<file path="src/rtl/bpred_pkg.sv">
// Shared helpers for the branch target buffer. These cover counter encodings,
// saturating arithmetic and PC tag/index slicing.
package bpred_pkg;

  localparam int CNT_MAX_W  = 3;
  localparam int ADDR_MAX_W = 64;

  typedef logic [CNT_MAX_W-1:0]  cnt_t;
  typedef logic [ADDR_MAX_W-1:0] addr_t;

  // Weakly-taken: MSB set, rest clear. Weakly-not-taken: MSB clear, rest set.
  function automatic cnt_t weak_t(input int cnt_bits);
    return cnt_t'(1) << (cnt_bits - 1);
  endfunction

  function automatic cnt_t weak_nt(input int cnt_bits);
    return (cnt_t'(1) << (cnt_bits - 1)) - cnt_t'(1);
  endfunction

  function automatic cnt_t cnt_max(input int cnt_bits);
    return (cnt_t'(1) << cnt_bits) - cnt_t'(1);
  endfunction

  function automatic cnt_t sat_inc(input cnt_t c, input int cnt_bits);
    return (c == cnt_max(cnt_bits)) ? c : c + cnt_t'(1);
  endfunction

  function automatic cnt_t sat_dec(input cnt_t c);
    return (c == '0) ? c : c - cnt_t'(1);
  endfunction

  function automatic addr_t tag_of(input addr_t addr, input int idx_bits);
    return addr >> (idx_bits + 2);
  endfunction

  function automatic addr_t idx_of(input addr_t addr, input int idx_bits);
    return (addr >> 2) & ((addr_t'(1) << idx_bits) - addr_t'(1));
  endfunction

endpackage

</file>
<file path="src/rtl/pred_table_way.sv">
// One way of the branch target buffer. It has two combinational read ports
// (fetch lookup, update probe) and one clocked write port with per-field enables.
module pred_table_way
  import bpred_pkg::*;
#(
  parameter int ADDR_W   = 32,
  parameter int IDX_BITS = 4,
  parameter int CNT_BITS = 2,
  localparam int SETS    = 2**IDX_BITS,
  localparam int TAG_W   = ADDR_W - IDX_BITS - 2
) (
  input  logic                clk,
  input  logic                rst,
  input  logic                clr_i,
  input  logic [IDX_BITS-1:0] ra_idx_i,
  output logic                ra_vld_o,
  output logic [TAG_W-1:0]    ra_tag_o,
  output logic [CNT_BITS-1:0] ra_cnt_o,
  output logic [ADDR_W-1:0]   ra_tgt_o,
  input  logic [IDX_BITS-1:0] rb_idx_i,
  output logic                rb_vld_o,
  output logic [TAG_W-1:0]    rb_tag_o,
  output logic [CNT_BITS-1:0] rb_cnt_o,
  output logic [ADDR_W-1:0]   rb_tgt_o,
  input  logic [IDX_BITS-1:0] wr_idx_i,
  input  logic                wr_vld_en_i,
  input  logic                wr_tag_en_i,
  input  logic                wr_cnt_en_i,
  input  logic                wr_tgt_en_i,
  input  logic [TAG_W-1:0]    wr_tag_i,
  input  logic [CNT_BITS-1:0] wr_cnt_i,
  input  logic [ADDR_W-1:0]   wr_tgt_i
);

  localparam logic [CNT_BITS-1:0] CNT_INIT = CNT_BITS'(weak_nt(CNT_BITS));

  logic [SETS-1:0]     vld_q;
  logic [TAG_W-1:0]    tag_q [SETS];
  logic [CNT_BITS-1:0] cnt_q [SETS];
  logic [ADDR_W-1:0]   tgt_q [SETS];

  // Stale tag/target words are gated by valid, so they stay out of reset.
  assign ra_vld_o = vld_q[ra_idx_i];
  assign ra_tag_o = tag_q[ra_idx_i];
  assign ra_cnt_o = cnt_q[ra_idx_i];
  assign ra_tgt_o = vld_q[ra_idx_i] ? tgt_q[ra_idx_i] : '0;
  assign rb_vld_o = vld_q[rb_idx_i];
  assign rb_tag_o = tag_q[rb_idx_i];
  assign rb_cnt_o = cnt_q[rb_idx_i];
  assign rb_tgt_o = tgt_q[rb_idx_i];

  always_ff @(posedge clk) begin
    if (rst) begin
      vld_q <= '0;
      for (int s = 0; s < SETS; s++) cnt_q[s] <= CNT_INIT;
    end else if (clr_i) begin
      vld_q <= '0;
    end else begin
      if (wr_vld_en_i) vld_q[wr_idx_i] <= 1'b1;
      if (wr_cnt_en_i) cnt_q[wr_idx_i] <= wr_cnt_i;
    end
  end

  always_ff @(posedge clk) begin
    if (!rst && !clr_i) begin
      if (wr_tag_en_i) tag_q[wr_idx_i] <= wr_tag_i;
      if (wr_tgt_en_i) tgt_q[wr_idx_i] <= wr_tgt_i;
    end
  end

endmodule

</file>
<file path="src/rtl/branch_pred_table.sv">
// Branch target buffer with a per-entry saturating direction counter. Lookup has
// zero latency; resolved branches update or allocate with per-set LRU replacement.
module branch_pred_table
  import bpred_pkg::*;
#(
  parameter int ADDR_W   = 32,
  parameter int IDX_BITS = 4,
  parameter int WAYS     = 2,
  parameter int CNT_BITS = 2
) (
  input  logic              clk,
  input  logic              rst,
  input  logic [ADDR_W-1:0] pc4,
  output logic              hit,
  output logic              pred_taken,
  output logic [ADDR_W-1:0] target,
  input  logic              upd_en,
  input  logic [ADDR_W-1:0] upd_pc4,
  input  logic              upd_taken,
  input  logic [ADDR_W-1:0] upd_target,
  input  logic              flush
);

  localparam int SETS  = 2**IDX_BITS;
  localparam int TAG_W = ADDR_W - IDX_BITS - 2;

  if (WAYS != 1 && WAYS != 2) begin : g_bad_ways
    $error("branch_pred_table: WAYS must be 1 or 2");
  end
  if (CNT_BITS < 1 || CNT_BITS > CNT_MAX_W) begin : g_bad_cnt
    $error("branch_pred_table: CNT_BITS must be 1..3");
  end

  logic [IDX_BITS-1:0] lk_idx, up_idx;
  logic [TAG_W-1:0]    lk_tag, up_tag;

  assign lk_idx = IDX_BITS'(idx_of(addr_t'(pc4), IDX_BITS));
  assign lk_tag = TAG_W'(tag_of(addr_t'(pc4), IDX_BITS));
  assign up_idx = IDX_BITS'(idx_of(addr_t'(upd_pc4), IDX_BITS));
  assign up_tag = TAG_W'(tag_of(addr_t'(upd_pc4), IDX_BITS));

  logic [WAYS-1:0]                lk_vld, up_vld, lk_match, up_match;
  logic [WAYS-1:0][TAG_W-1:0]     lk_tags, up_tags;
  logic [WAYS-1:0][CNT_BITS-1:0]  lk_cnt, up_cnt;
  logic [WAYS-1:0][ADDR_W-1:0]    lk_tgt, up_tgt;
  logic [WAYS-1:0]                we_vld, we_tag, we_cnt, we_tgt;
  logic [CNT_BITS-1:0]            wr_cnt;
  logic                           clr;

  assign clr = flush;

  for (genvar w = 0; w < WAYS; w++) begin : g_way
    pred_table_way #(
      .ADDR_W   (ADDR_W),
      .IDX_BITS (IDX_BITS),
      .CNT_BITS (CNT_BITS)
    ) u_way (
      .clk         (clk),
      .rst         (rst),
      .clr_i       (clr),
      .ra_idx_i    (lk_idx),
      .ra_vld_o    (lk_vld[w]),
      .ra_tag_o    (lk_tags[w]),
      .ra_cnt_o    (lk_cnt[w]),
      .ra_tgt_o    (lk_tgt[w]),
      .rb_idx_i    (up_idx),
      .rb_vld_o    (up_vld[w]),
      .rb_tag_o    (up_tags[w]),
      .rb_cnt_o    (up_cnt[w]),
      .rb_tgt_o    (up_tgt[w]),
      .wr_idx_i    (up_idx),
      .wr_vld_en_i (we_vld[w]),
      .wr_tag_en_i (we_tag[w]),
      .wr_cnt_en_i (we_cnt[w]),
      .wr_tgt_en_i (we_tgt[w]),
      .wr_tag_i    (up_tag),
      .wr_cnt_i    (wr_cnt),
      .wr_tgt_i    (upd_target)
    );
    assign lk_match[w] = lk_vld[w] && (lk_tags[w] == lk_tag);
    assign up_match[w] = up_vld[w] && (up_tags[w] == up_tag);
  end

  // Lookup: scan high to low so way 0 wins a (should-be-impossible) double match.
  always_comb begin
    hit        = 1'b0;
    pred_taken = 1'b0;
    target     = '0;
    for (int w = WAYS - 1; w >= 0; w--) begin
      if (lk_match[w]) begin
        hit        = 1'b1;
        pred_taken = lk_cnt[w][CNT_BITS-1];
        target     = lk_tgt[w];
      end
    end
  end

  // The per-set LRU bit names the way to evict next.
  logic [SETS-1:0] lru_q;
  logic            lru_we;
  logic            lru_d;
  logic            up_hit;
  logic            up_way;
  logic            victim;
  logic            found_inv;

  always_comb begin
    up_hit    = 1'b0;
    up_way    = 1'b0;
    victim    = (WAYS == 1) ? 1'b0 : lru_q[up_idx];
    found_inv = 1'b0;
    we_vld    = '0;
    we_tag    = '0;
    we_cnt    = '0;
    we_tgt    = '0;
    wr_cnt    = '0;
    lru_we    = 1'b0;
    lru_d     = 1'b0;

    for (int w = WAYS - 1; w >= 0; w--) begin
      if (up_match[w]) begin
        up_hit = 1'b1;
        up_way = 1'(w);
      end
    end
    for (int w = 0; w < WAYS; w++) begin
      if (!up_vld[w] && !found_inv) begin
        victim    = 1'(w);
        found_inv = 1'b1;
      end
    end

    if (upd_en && !rst && !flush) begin
      if (up_hit) begin
        we_cnt[up_way] = 1'b1;
        we_tgt[up_way] = upd_taken;
        wr_cnt = upd_taken ? CNT_BITS'(sat_inc(cnt_t'(up_cnt[up_way]), CNT_BITS))
                           : CNT_BITS'(sat_dec(cnt_t'(up_cnt[up_way])));
        lru_we = 1'b1;
        lru_d  = ~up_way;
      end else if (upd_taken) begin
        we_vld[victim] = 1'b1;
        we_tag[victim] = 1'b1;
        we_cnt[victim] = 1'b1;
        we_tgt[victim] = 1'b1;
        wr_cnt = CNT_BITS'(weak_t(CNT_BITS));
        lru_we = 1'b1;
        lru_d  = ~victim;
      end
    end
  end

  always_ff @(posedge clk) begin
    if (rst || flush) lru_q <= '0;
    else if (lru_we)  lru_q[up_idx] <= lru_d;
  end

endmodule

</file>
<file path="config.mk">
export PLATFORM = sky130hd
export DESIGN_NAME = branch_pred_table
export DESIGN_NICKNAME = d
export VERILOG_FILES = /design/src/rtl/bpred_pkg.sv /design/src/rtl/pred_table_way.sv /design/src/rtl/branch_pred_table.sv
export SDC_FILE = /design/constraint.sdc
export NUM_CORES = 2
export LEC_CHECK = 0
export BUFFER_PORTS_ARGS = -buffer_cell sky130_fd_sc_hd__buf_2
export CAP_MARGIN = 10
export CORE_MARGIN = 1.5
export CORE_UTILIZATION = 60
export DETAILED_ROUTE_END_ITERATION = 16
export HOLD_SLACK_MARGIN = 0.08
export PLACE_DENSITY_LB_ADDON = 0.05
export SYNTH_ARGS = -nofsm -noshare
export SYNTH_HDL_FRONTEND = slang
export SYNTH_SLANG_ARGS = --single-unit
</file>
<file path="constraint.sdc">
create_clock -name clk -period 9.3 [get_ports clk]
set_clock_uncertainty 0.2 [all_clocks]
set_input_delay 0.465 -clock clk [delete_from_list [all_inputs] [get_ports clk]]
set_output_delay 0.465 -clock clk [all_outputs]
set_load 0.005 [all_outputs]
</file>
# Word level (Yosys, flattened, before mapping)

Memories as Yosys holds them, arrays and structs flattened.
Cells that the tools add are included.
W data, S select, Z words.

Register bits after elaboration: 48
RAM bits: 1920
Input bits: 101
Output and inout bits: 34
Memories kept: 6

Memory list:

| name                 | words | bits a word | read ports | clocked after Yosys merged registers in | write ports | RTL line             | source |
|---|---|---|---|---|---|---|---|
| g_way[0].u_way.tgt_q | 16    | 32          | 1          | 0                                       | 1           | pred_table_way.sv:40 | `logic [ADDR_W-1:0] tgt_q [SETS];` |
| g_way[1].u_way.tgt_q | 16    | 32          | 1          | 0                                       | 1           | pred_table_way.sv:40 |  |
| g_way[0].u_way.tag_q | 16    | 26          | 2          | 0                                       | 1           | pred_table_way.sv:38 | `logic [TAG_W-1:0] tag_q [SETS];` |
| g_way[1].u_way.tag_q | 16    | 26          | 2          | 0                                       | 1           | pred_table_way.sv:38 |  |
| g_way[0].u_way.cnt_q | 16    | 2           | 2          | 0                                       | 16          | pred_table_way.sv:39 | `logic [CNT_BITS-1:0] cnt_q [SETS];` |
| g_way[1].u_way.cnt_q | 16    | 2           | 2          | 0                                       | 16          | pred_table_way.sv:39 |  |

Add/subtract/negate cells: 2
$lt $le $gt $ge: 7
Equality and inequality tests: 5
Mux-type cells: 79
Bitwise logic cells: 5
Reduce and logical (&&, ||, !) cells: 19

Operator list:

| operator              | number |
|---|---|
| $mux W32              | 4 |
| $eq A26 B26 Y1        | 4 |
| $mux W1               | 47 |
| $mux W2               | 17 |
| $or A16 B16 Y16       | 2 |
| $bmux W1 S4           | 5 |
| $bwmux W16            | 1 |
| $logic_and A1 B1 Y1   | 11 |
| $lt A4 B5 Y1 const B  | 2 |
| $mux W4               | 2 |
| $reduce_or A2 Y1      | 3 |
| $demux W1 S4          | 1 |
| $ge A4 B1 Y1 const B  | 1 |
| $lt A1 B2 Y1 const B  | 2 |
| $logic_not A1 Y1      | 3 |
| $add A2 B1 Y2 const B | 1 |
| $and A2 B2 Y2         | 1 |
| $demux W1 S1          | 2 |
| $eq A2 B2 Y1 const B  | 1 |
| $ge A1 B1 Y1 const B  | 2 |
| $logic_not A2 Y1      | 1 |
| $not A1 Y1            | 2 |
| $sub A2 B1 Y2 const B | 1 |
| $logic_or A1 B1 Y1    | 1 |

# Depth between registers and ports, before layout

Word-level depth: 18
Mapped depth: 18

# Modules after synthesis

Synthesis repeated with hierarchy kept, for this count alone.

Cells, all modules: 4375
Area total of the unflattened synthesis: 92580.0 µm²

Modules (own cells, without submodules):

| module                          | times used | cells each | area an instance (µm²) | sequential area each (µm²) |
|---|---|---|---|---|
| pred_table_way (g_way[1].u_way) | 1          | 1988       | 44820.5                | 29148.0 |
| pred_table_way (g_way[0].u_way) | 1          | 1988       | 44811.7                | 29148.0 |
| branch_pred_table               | 1          | 399        | 2947.8                 | 320.3 |

# Least setup slack after synthesis

Ideal clock, no wire load.

Path type: input to register
Start: input upd_pc4[2]
End: memory g_way[0].u_way.tgt_q[0][0], enable pin
Arrival: 5.636 ns
Slack: 3.002 ns
Cell stages on the path: 14
Path buffers: 5
Cell sequence: buf_6 > buf_6 > mux4_2 > mux2i_1 > xor2_1 > o311ai_1 > o41ai_2 > nand4b_1 > or4_1 > buf_2 > a2bb2oi_4 > buf_4 > buf_2 > nor3_1

Word-level cells in the longest chain between the ends: 15
Elaborated cells between the ends (all ways): 36

Ends and longest elaborated chain:

| item                                                             | RTL line                                           | source |
|---|---|---|
| start: declaration                                               | branch_pred_table.sv:18                            | `input logic [ADDR_W-1:0] upd_pc4,` |
| $mem_v2 Z16 W26 / $bmux W1 S4 (equally long branches)            | n/a                                                |  |
| $eq A26 B26 Y1 / $mux W1 (equally long branches)                 | branch_pred_table.sv:81, pred_table_way.sv:47      |  |
| $logic_and A1 B1 Y1 / $logic_not A1 Y1 (equally long branches)   | branch_pred_table.sv:81, branch_pred_table.sv:127  |  |
| $mux W1 / $logic_and A1 B1 Y1 (equally long branches)            | branch_pred_table.sv:121, branch_pred_table.sv:127 |  |
| $mux W1, on equally long branches                                | branch_pred_table.sv:121, branch_pred_table.sv:127 |  |
| $lt A1 B2 Y1 (not written as such) (tied with other cells)       | branch_pred_table.sv:136                           | `we_tgt[up_way] = upd_taken;` |
| $logic_and A1 B1 Y1, on equally long branches                    | branch_pred_table.sv:136, branch_pred_table.sv:145 |  |
| $mux W1, on equally long branches                                | branch_pred_table.sv:136, branch_pred_table.sv:145 |  |
| $demux W1 S1, on equally long branches                           | branch_pred_table.sv:136, branch_pred_table.sv:145 |  |
| $and A2 B2 Y2 (no source line) / $mux W2 (equally long branches) | n/a                                                |  |
| $mux W2                                                          | branch_pred_table.sv:134                           | `if (up_hit) begin` |
| $mux W2                                                          | branch_pred_table.sv:133                           | `if (upd_en && !rst && !flush) begin` |
| $mux W1                                                          | pred_table_way.sv:67                               | `if (wr_tgt_en_i) tgt_q[wr_idx_i] <= wr_tgt_i;` |
| $mux W1                                                          | pred_table_way.sv:65                               | `if (!rst && !clr_i) begin` |
| $mux W1 (not written as such)                                    | pred_table_way.sv:67                               |  |
| end: declaration                                                 | pred_table_way.sv:40                               |  |

Several ways; a longest one is shown, not always the timed one. The select of a mux whose other input is x is not followed.

# Worst setup path in the final report

Start: input upd_pc4[4]
End: memory g_way[0].u_way.tgt_q[13][12], enable pin

Same word-level chain as after synthesis.

==> results_dict.tcl <==
set metrics [dict create \
    max_cap_violations 0 \
    clkPwrFrac 0.422 \
    worst_path_max_delay_cell "or4_1" \
    crit_chain "dlygate4sd3_1 -> buf_2 -> buf_4 -> mux4_2 -> mux2i_1 -> mux2i_1 -> xnor2_1 -> o211a_1 -> nand4b_1 -> or4_1 -> a2bb2oi_4 -> buf_4 -> nor3_2 -> buf_4" \
    postCtsSetupRepairBufs 0 \
    p_sw_mw 4.07 \
    slew_violations 0 \
    avgSynthCellArea_um2 21.2 \
    drc 0 \
    fmax_mhz 152 \
    synthTopCellsByArea "edfxtp_1 (68%), mux4_2 (21%), mux2i_1 (1.4%)" \
    cp.required_ps 9560 \
    netlist_instances 4002 \
    die_w_um 379 \
    switching_share 0.215 \
    dieHeight_um 379 \
    r2r_setup_slack_ps 3040 \
    synth_seq_cells 1968 \
    power.leakage_nw 30.1 \
    holdPathStages 2 \
    drt-total-wl_mm 221 \
    post-place-ws_ps 2250 \
    reg2reg_depth 11 \
    setup_ws_ps 2700 \
    synth_edf_count 1920 \
    crit_path_end_kind "flip-flop" \
    worst_pin_slew_ps 1230 \
    grt_max_degree 149 \
    pwr-share-comb 0.062 \
    netlist.area_leader.share 0.679 \
    synth_top_family_by_area "multiplexers" \
    cp.arrival_ps 6860 \
    crit_top_cell "buf_4" \
    grt_overflow 0 \
    grt_usage 0.316 \
    synth_commonest_cells "edfxtp_1 (1920), mux4_2 (809), mux2i_1 (116), nand2_1 (111), clkbuf_1 (108)" \
    root_buffer "clkbuf_16" \
    vias 43500 \
    antenna_found_initial 9 \
    cts_tree "built" \
    synthXorXnorAreaFrac 0.0135 \
    min_period_ps 6600 \
    cp_top_family "buffers and inverters" \
    insertion_delay_ps 840 \
    place.gp.congestion 0.911 \
    slew_headroom 0.179 \
    final-setup-viol-count 0 \
    status "complete, no violations" \
    placed_area_um2 88100 \
    grt_pass1_wl_mm 318 \
    die_area_um2 144000 \
    startpoint_type "primary input" \
    synth-compound-area-share 0.0152 \
    coreArea_um2 140000 \
    drt_first_pass_iters 6 \
    drt_iter0_markers 5182 \
    holdCritStartpoint "rst" \
    cts_sinks 1968 \
    p_int_mw 14.9 \
    rsz0062_at_grt "false" \
    numCtsBuffers 194 \
    synth.lib_cells_used.distinct 77 \
    pin_count 135 \
    r2r_start "g_way[0].u_way.tag_q[10][10]" \
    power.density_nw_per_um2 199 \
    clkTransAtPathRegs_ps 60 \
    holdPathEnd "g_way[1].u_way.cnt_q[8][0]" \
    htreeDepth 4 \
    final_antenna_net_count 0 \
    p_seq_frac 0.516 \
    criticalPathCategory "primary input to flip-flop" \
    critPathBufInv 5 \
    fin_nets 4354 \
    cts_max_path_buffers 3 \
    irDropWorstVdd_mv 0.184 \
    synth-adder-area-share 0.000236 \
    dp_hpwl_mm 124 \
    fin_tns_setup_ps 0 \
    wl_per_cell_um 35.1 \
    r2r-end "g_way[0].u_way.tgt_q[13][12]" \
    syn_area_um2 84900 \
    post-route-period-util 0.710 \
    synthMuxAreaShare 0.234 \
    vias_per_cell 6.90 \
    synth-simple-area-share 0.0297 \
    grt_pass1_vias 44500 \
    start_util 0.607 \
    io_buffers 130 \
    postLayoutCellArea_um2 95300 \
    synthFlopType "edfxtp_1" \
    drive_gt1_frac 0.336 \
    ys.warnings.count 0 \
    seq_area_frac_synth 0.691 \
    hold_violations 0 \
    rows 137 \
    yosysMostFrequentCell "edfxtp_1" \
    synth_async_sr_flop_share 0 \
    worst_hold_path_type "primary input to flip-flop" \
    max_stage_delay_ps 780 \
    synth.net_count 4103 \
    critPathMaxFanout 51 \
    syn_to_final_growth_pct 12.3 \
    synth_top_cell_by_area "edfxtp_1" \
]
## how the worst max path moves through the flow
stage / start / to / slack (ps) / depth (start not counted)
3_3_place_gp: upd_pc4[3] / g_way[1].u_way.tgt_q[4][9] / 2330 / 12
3_5_place_dp: upd_pc4[2] / g_way[0].u_way.tgt_q[13][10] / 2250 / 12
5_1_grt: upd_pc4[4] / g_way[0].u_way.tgt_q[13][13] / 2570 / 14
2_1_floorplan: upd_pc4[2] / g_way[0].u_way.tgt_q[0][0] / 3000 / 14
4_1_cts: upd_pc4[4] / g_way[0].u_way.tgt_q[13][8] / 2720 / 14
6_report: upd_pc4[4] / g_way[0].u_way.tgt_q[13][12] / 2700 / 14
## cells in the final DEF (no fill, tap or decap), drive strengths merged, types with 14 or more instances in the layout
master	n
a21oi	22
a31oi	15
buf	256
bufinv	24
clkbuf	240
clkinv	90
dfxtp	48
dlygate4sd3	61
edfxtp	1920
inv	23
mux2	31
mux2i	116
mux4	813
nand2	111
nand2b	63
nand3	35
nand3b	33
nand4	20
nor2	111
nor2b	14
nor3	46
o21a	35
o21ai	14
o22ai	18
or2	19
xnor2	86
xor2	45
## per-layer routing
layer,vias to the layer above,track usage,wire length (um)
met1,23300,0.430,82900
met3,423,0.0545,18500
li1,17600,-,-
met4,8,0.115,8350
met2,2167,0.520,111000
met5,-,0,52
## flip-flops by register name, summed over array words and instances (netlist names)
register,flops
lru_q,16
g_way.u_way.tag_q,832
g_way.u_way.cnt_q,64
g_way.u_way.tgt_q,1024
g_way.u_way.vld_q,32
## cell type report
class,count,area (um^2)
Inverter,16,62.6
Multi-Input combinational cell,1753,25300
Antenna cell,6,15.0
Timing Repair Buffer,320,2450
Clock inverter,126,1370
Fill cell,8986,44600
Sequential cell,1968,58600
Clock buffer,237,5130
Tap cell,1876,2350
## what timing repair did
item,4_1_cts,5_1_grt
resized for setup,0,0
hold buffers,61,0
endpoints found under the setup margin,0,0
endpoints found under the hold margin,1905,0
## stage by stage
step           utilization  hold WS, ps  power, mW  cells
2_1_floorplan            -          252       10.7   4002
3_3_place_gp         0.630          259       11.1   5872
3_5_place_dp         0.630          271       11.1   5872
4_1_cts              0.681          156       19.0   6296
5_1_grt              0.681          203       19.4   6297
6_report             0.681          201       18.9   6302
## power groups by stage
stage               registers (mW)  logic [mW]  clock network, mW
floorplan                     9.95       0.748                  0
global placement              9.95        1.15                  0
detailed placement            9.95        1.16                  0
CTS                           9.76        1.18               8.08
global route                  9.76        1.24               8.41
finish                        9.76        1.18               7.99
## logic make-up (layout without fill, tap and decap cells)
family	count (synthesis)	count (layout)
buf+inv	281	699
fa+ha+maj	2	2
simple gates	489	489
flops	1968	1968
compound gates	171	171
mux	960	960
xor+xnor	131	131
other cells	0	6
Note: power is estimated with default switching activity, not from simulation.
